**config.mk**
```make
export PLATFORM = sky130hd
export DESIGN_NAME = input_route_ctrl
export DESIGN_NICKNAME = d
export VERILOG_FILES = /design/src/rtl/noc_pkg.sv /design/src/rtl/noc_route_calc.sv /design/src/rtl/input_route_ctrl.sv
export SDC_FILE = /design/constraint.sdc
export NUM_CORES = 1
export LEC_CHECK = 0
export ABC_AREA = 1
export BUFFER_PORTS_ARGS = -buffer_cell sky130_fd_sc_hd__buf_2
export CORE_MARGIN = 3
export CORE_UTILIZATION = 51
export CTS_CLUSTER_DIAMETER = 120
export CTS_CLUSTER_SIZE = 14
export DETAILED_ROUTE_END_ITERATION = 10
export PLACE_DENSITY = 0.93
export SLEW_MARGIN = 25
export SYNTH_ARGS = -nofsm -noshare
export SYNTH_HDL_FRONTEND = slang
export SYNTH_SLANG_ARGS = --single-unit
```
**constraint.sdc**
```tcl
create_clock -name clk -period 3.17 [get_ports clk]
set_clock_uncertainty 0.2 [all_clocks]
set_input_delay 0.7925 -clock clk [delete_from_list [all_inputs] [get_ports clk]]
set_output_delay 0.7925 -clock clk [all_outputs]
set_load 0.1 [all_outputs]
```
**src/rtl/noc_pkg.sv**
```systemverilog
// Shared NoC definitions: output-port codes, flit-type codes and route modes,
// used by the input controller, switch allocator and crossbar.
package noc_pkg;

  localparam int unsigned PORT_CODE_W = 3;
  localparam int unsigned FLIT_TYPE_W = 2;

  localparam logic [PORT_CODE_W-1:0] PORT_L    = 3'b000;
  localparam logic [PORT_CODE_W-1:0] PORT_E    = 3'b001;
  localparam logic [PORT_CODE_W-1:0] PORT_W    = 3'b010;
  localparam logic [PORT_CODE_W-1:0] PORT_N    = 3'b011;
  localparam logic [PORT_CODE_W-1:0] PORT_S    = 3'b100;
  localparam logic [PORT_CODE_W-1:0] PORT_NONE = 3'b111;

  localparam logic ROUTE_XY = 1'b0;
  localparam logic ROUTE_YX = 1'b1;

  typedef enum logic [FLIT_TYPE_W-1:0] {
    FLIT_BODY   = 2'b00,
    FLIT_HEAD   = 2'b01,
    FLIT_TAIL   = 2'b10,
    FLIT_SINGLE = 2'b11
  } flit_type_e;

  typedef enum logic [1:0] {
    ST_IDLE = 2'd0,
    ST_REQ  = 2'd1,
    ST_XFER = 2'd2
  } ctrl_state_e;

  // A flit that opens a packet and therefore carries a destination.
  function automatic logic is_head(input flit_type_e t);
    return (t == FLIT_HEAD) || (t == FLIT_SINGLE);
  endfunction

endpackage

```
**src/rtl/noc_route_calc.sv**
```systemverilog
// Dimension-order route computation: current and destination coordinates to
// output-port code, X-first or Y-first depending on mode.
module noc_route_calc
  import noc_pkg::*;
#(
  parameter int unsigned N_ADD      = 2,
  parameter int unsigned N_REGISTER = 3
) (
  input  logic [N_ADD-1:0]      x_cur,
  input  logic [N_ADD-1:0]      y_cur,
  input  logic [N_ADD-1:0]      x_des,
  input  logic [N_ADD-1:0]      y_des,
  input  logic                  mode,
  output logic [N_REGISTER-1:0] port_c
);

  logic [N_REGISTER-1:0] x_port;
  logic [N_REGISTER-1:0] y_port;
  logic [N_REGISTER-1:0] none_code;

  // Each dimension yields its own hop (or none); mode picks which one wins.
  always_comb begin
    none_code = N_REGISTER'(PORT_NONE);
    x_port    = none_code;
    y_port    = none_code;
    port_c    = N_REGISTER'(PORT_L);

    if (x_des > x_cur) begin
      x_port = N_REGISTER'(PORT_E);
    end else if (x_des < x_cur) begin
      x_port = N_REGISTER'(PORT_W);
    end

    if (y_des > y_cur) begin
      y_port = N_REGISTER'(PORT_N);
    end else if (y_des < y_cur) begin
      y_port = N_REGISTER'(PORT_S);
    end

    if (mode == ROUTE_YX) begin
      if (y_port != none_code) begin
        port_c = y_port;
      end else if (x_port != none_code) begin
        port_c = x_port;
      end
    end else begin
      if (x_port != none_code) begin
        port_c = x_port;
      end else if (y_port != none_code) begin
        port_c = y_port;
      end
    end
  end

endmodule

```
**src/rtl/input_route_ctrl.sv**
```systemverilog
// Wormhole router input-port controller: routes the head flit, holds the
// output-port request until the tail passes and registers forwarded flits.
module input_route_ctrl
  import noc_pkg::*;
#(
  parameter int unsigned DATA_WIDTH = 16,
  parameter int unsigned N_ADD      = 2,
  parameter int unsigned N_REGISTER = 3,
  parameter int unsigned ROUTE_MODE = 0
) (
  input  logic                  clk,
  input  logic                  rst_n,
  input  logic [N_ADD-1:0]      X_cur,
  input  logic [N_ADD-1:0]      Y_cur,
  input  logic [DATA_WIDTH-1:0] Data_in,
  input  logic                  empty,
  output logic                  read,
  input  logic                  grant,
  output logic                  req,
  output logic [N_REGISTER-1:0] register,
  output logic [DATA_WIDTH-1:0] Data_out,
  output logic                  valid_out,
  output logic                  drop
);

  ctrl_state_e           state_q;
  ctrl_state_e           state_d;
  logic [N_ADD-1:0]      x_cur_q;
  logic [N_ADD-1:0]      y_cur_q;
  logic [N_REGISTER-1:0] route_q;
  logic [N_REGISTER-1:0] route_d;
  logic [N_REGISTER-1:0] route_c;
  flit_type_e            flit_type;
  logic                  pop;
  logic                  fwd;
  logic                  drop_d;

  assign flit_type = flit_type_e'(Data_in[DATA_WIDTH-1 -: FLIT_TYPE_W]);

  noc_route_calc #(
    .N_ADD      (N_ADD),
    .N_REGISTER (N_REGISTER)
  ) u_route_calc (
    .x_cur  (x_cur_q),
    .y_cur  (y_cur_q),
    .x_des  (Data_in[N_ADD-1:0]),
    .y_des  (Data_in[2*N_ADD-1:N_ADD]),
    .mode   (1'(ROUTE_MODE)),
    .port_c (route_c)
  );

  // Next-state, FIFO pop and forward/drop decisions.
  always_comb begin
    state_d = state_q;
    route_d = route_q;
    pop     = 1'b0;
    fwd     = 1'b0;
    drop_d  = 1'b0;

    unique case (state_q)
      ST_IDLE: begin
        if (!empty) begin
          if (is_head(flit_type)) begin
            route_d = route_c;
            state_d = ST_REQ;
          end else begin
            // Body/tail with no open packet: discard it.
            pop    = 1'b1;
            drop_d = 1'b1;
          end
        end
      end
      ST_REQ: begin
        if (grant && !empty) begin
          pop     = 1'b1;
          fwd     = 1'b1;
          state_d = (flit_type == FLIT_SINGLE) ? ST_IDLE : ST_XFER;
        end
      end
      ST_XFER: begin
        if (grant && !empty) begin
          pop = 1'b1;
          fwd = 1'b1;
          if (flit_type == FLIT_TAIL) begin
            state_d = ST_IDLE;
          end
        end
      end
      default: state_d = ST_IDLE;
    endcase
  end

  assign read = pop & rst_n;

  // Coordinates follow the strap inputs for as long as reset is held.
  always_ff @(posedge clk or negedge rst_n) begin
    if (!rst_n) begin
      x_cur_q   <= X_cur;
      y_cur_q   <= Y_cur;
      state_q   <= ST_IDLE;
      route_q   <= N_REGISTER'(PORT_NONE);
      req       <= 1'b0;
      register  <= N_REGISTER'(PORT_NONE);
      Data_out  <= '0;
      valid_out <= 1'b0;
      drop      <= 1'b0;
    end else begin
      state_q   <= state_d;
      route_q   <= route_d;
      req       <= (state_d != ST_IDLE);
      register  <= (state_d == ST_IDLE) ? N_REGISTER'(PORT_NONE) : route_d;
      valid_out <= fwd;
      drop      <= drop_d;
      if (fwd) begin
        Data_out <= Data_in;
      end
    end
  end

endmodule

```
==> summary.md <==
| Metric | Value |
|---|---|
| DP Wirelength | 1793 um |
| Initial DRC Count | 13 |
| Setup violators final | 0 |
| Average wire per cell in the routed design | around 11 um |
| Max cap viols | 0 |
| Die area | 2968 sq um |
| Final Critical Period | between 2000 and 3000 ps |
| Post-DRT Antenna Nets | 0 |
| DRC Markers | 0 |
| Worst hold path class | input pin to asynchronous set/reset pin |
| R2r worst-path depth | 7 |
| Max Root-Sink Buffers | 2 |
| Largest net degree at the start of global routing | 28 |
| Critical path class | register to output pin |
| Clock transition at the registers of the reported paths | 150 ps |
| GPL Wtd Cong | just over 0.7 |
| RSZ-0062 raised after global routing | false |
| Place WS | 483.1 ps |
| Layout Area Growth over Synthesis | 23.80% |
| Cts hold-fix bufs | 0 |
| Worst path required time | approximately 2200 ps |
| Antenna violations before repair | 0 |
| Die width | approximately 54 um |
| Fin nets | about 200 |
| Drt total wl | around 2300 um |
| Synthesized area per cell | about 9 sq um |
| CTS Sinks | 27 |
| Core Util, Final | 71.27% |
| Clk_lat worst skew | 340 ps |
| Grt ovf | 0 |
| Startpoint Class | register |
| Placeable Area | ~2100 sq um |
| Worst setup EP type | output pin |
| Die height | roughly 54 um |
| Post-route setup TNS | 0 ps |
| Number of gates resized after CTS | 0 |
| Synth Warn # | 4 |
| CTS tree | built |
| Post-CTS setup buffers | 0 |
| All-Layer GR Usage | ~16% |
| Setup WS post-layout | 362.2 ps |
| Post-synthesis register bit count | 27 |
| Vias | about 960 |
| Slew Viols, Final | 0 |
| CTS Buf Count | 3 |
| Synth Net Count | approximately 160 |
| Largest fanout on the critical path | 13 |
| Vias in the first global route | ~830 |
| WP data arrival | 1820 ps |
| Fmax | between 0.3 and 0.4 GHz |
| Drt first pass iters | 4 |
| Seq/Total Area, Yosys | ~57% |
| Number of hold violations in the final report | 0 |
| Vias per inst | approximately 4.8 |
| CTS root buf | clkbuf_4 |
| Number of cell rows | 16 |
| Initial core utilization | a little under three fifths |
| N_diodes | 0 |
| Least-Margin Pin Slew | slightly below 500 ps |
| Relative slew slack | about two thirds |
| Final Cycle Share | about nine tenths |
| Layout cells sized above 1 | 41.71% |
| Synth Cell Area | approximately 1200 sq um |
| Number of distinct library cells after synthesis | 20 |
| Number of port buffers | 42 |
| H-tree depth | 1 |
| Top-Level Pins | between 40 and 50 |
| Outcome | completed |
| First-pass GRT wire length | approximately 3400 um |
| Mapped Cells | 130 |
==> final timing paths <==
kind | end | slack [ps] | start
max | read | 360 | state_q[0]
min | state_q[1] | 220 | rst_n
max reg2reg | register[2] | 1530 | state_q[0]
min reg2reg | Data_out[6] | 300 | Data_out[6]
max in group asynchronous | route_q[2] | 2250 | rst_n
min in group clk | Data_out[6] | 300 | Data_out[6]
==> synthesized netlist by cell type <==
cell type / number / area [sq um]
dfrtp_1: 21 / 525.5
nand2_1: 52 / 195.2
a21oi_1: 3 / 15.01
o21bai_2: 1 / 11.26
a21oi_2: 1 / 8.760
nand3_2: 2 / 20.02
nor2_4: 1 / 11.26
nand2_4: 1 / 11.26
nand2_2: 6 / 37.54
buf_2: 2 / 10.01
nor2_1: 3 / 11.26
ha_1: 4 / 50.05
nand4_2: 1 / 12.51
o21ai_1: 6 / 30.03
a21boi_2: 1 / 11.26
inv_2: 4 / 15.01
inv_1: 13 / 48.80
buf_6: 1 / 11.26
nor3_1: 1 / 5.000
dfstp_2: 6 / 157.7
==> cell usage in the layout, fill, tap and decap left out <==
master,n
clkbuf_4,3
dfstp_2,6
buf_4,2
nor2_2,1
ha_1,4
buf_2,41
nand4_2,1
dfrtp_1,21
nor2_4,1
nand2_2,6
o21bai_2,1
inv_1,13
inv_2,4
a21oi_1,3
buf_12,1
nand3_2,2
nor2_1,2
a21boi_2,1
o21ai_1,6
a21oi_2,1
nand2_4,1
nor3_1,1
nand2_1,52
clkinvlp_4,1
==> logic make-up (layout without fill, tap and decap cells) <==
family,count (synthesis),in the layout,share of synthesized area (%)
buf+inv,20,65,7.098
flops,27,27,56.99
fa+ha+maj,4,4,4.176
compound gates,12,12,6.367
simple gates,67,67,25.37
==> cell type report <==
type | count | area, sq um
multi-input combinational | 83 | 432.9
timing repair buffer | 44 | 240.2
clock buffer | 3 | 22.52
tap | 27 | 33.78
fill | 150 | 598.1
clock inverter | 1 | 7.507
sequential | 27 | 683.2
inverter | 17 | 63.81
==> sequential cells by signal (all words and copies together) (netlist names) <==
signal	flops
Data_out	16
drop	1
register	3
req	1
route_q	3
state_q	2
valid_out	1
==> layer usage <==
metal,track usage (%),vias up,share of wire [%]
met5,0,-,0
met4,8.714,0,1.9
met3,2.997,5,8.2
met2,29.68,36,47
met1,17.79,434,43
li1,-,486,-
==> critical path, stage by stage, from the launching register on <==
cell and delay [ps]:
dfrtp_1 410, inv_1 100, ha_1 310, nand2_2 70, inv_2 170, o21ai_1 100, nor2_2 130, buf_12 190
==> through the flow <==
stage                     area, sq um  cells  hold WS [ps]
after global routing             1484    202         230.5
after global placement           1454    198         257.6
after detailed placement         1454    198         266.8
after CTS                        1484    202         237.6
after floorplan                  1201    130         263.5
final                            1484    202         220.5
Power is left out: the tool's default activity adds up to more than one toggle a clock period on the data nets, which glitch-free logic cannot reach.
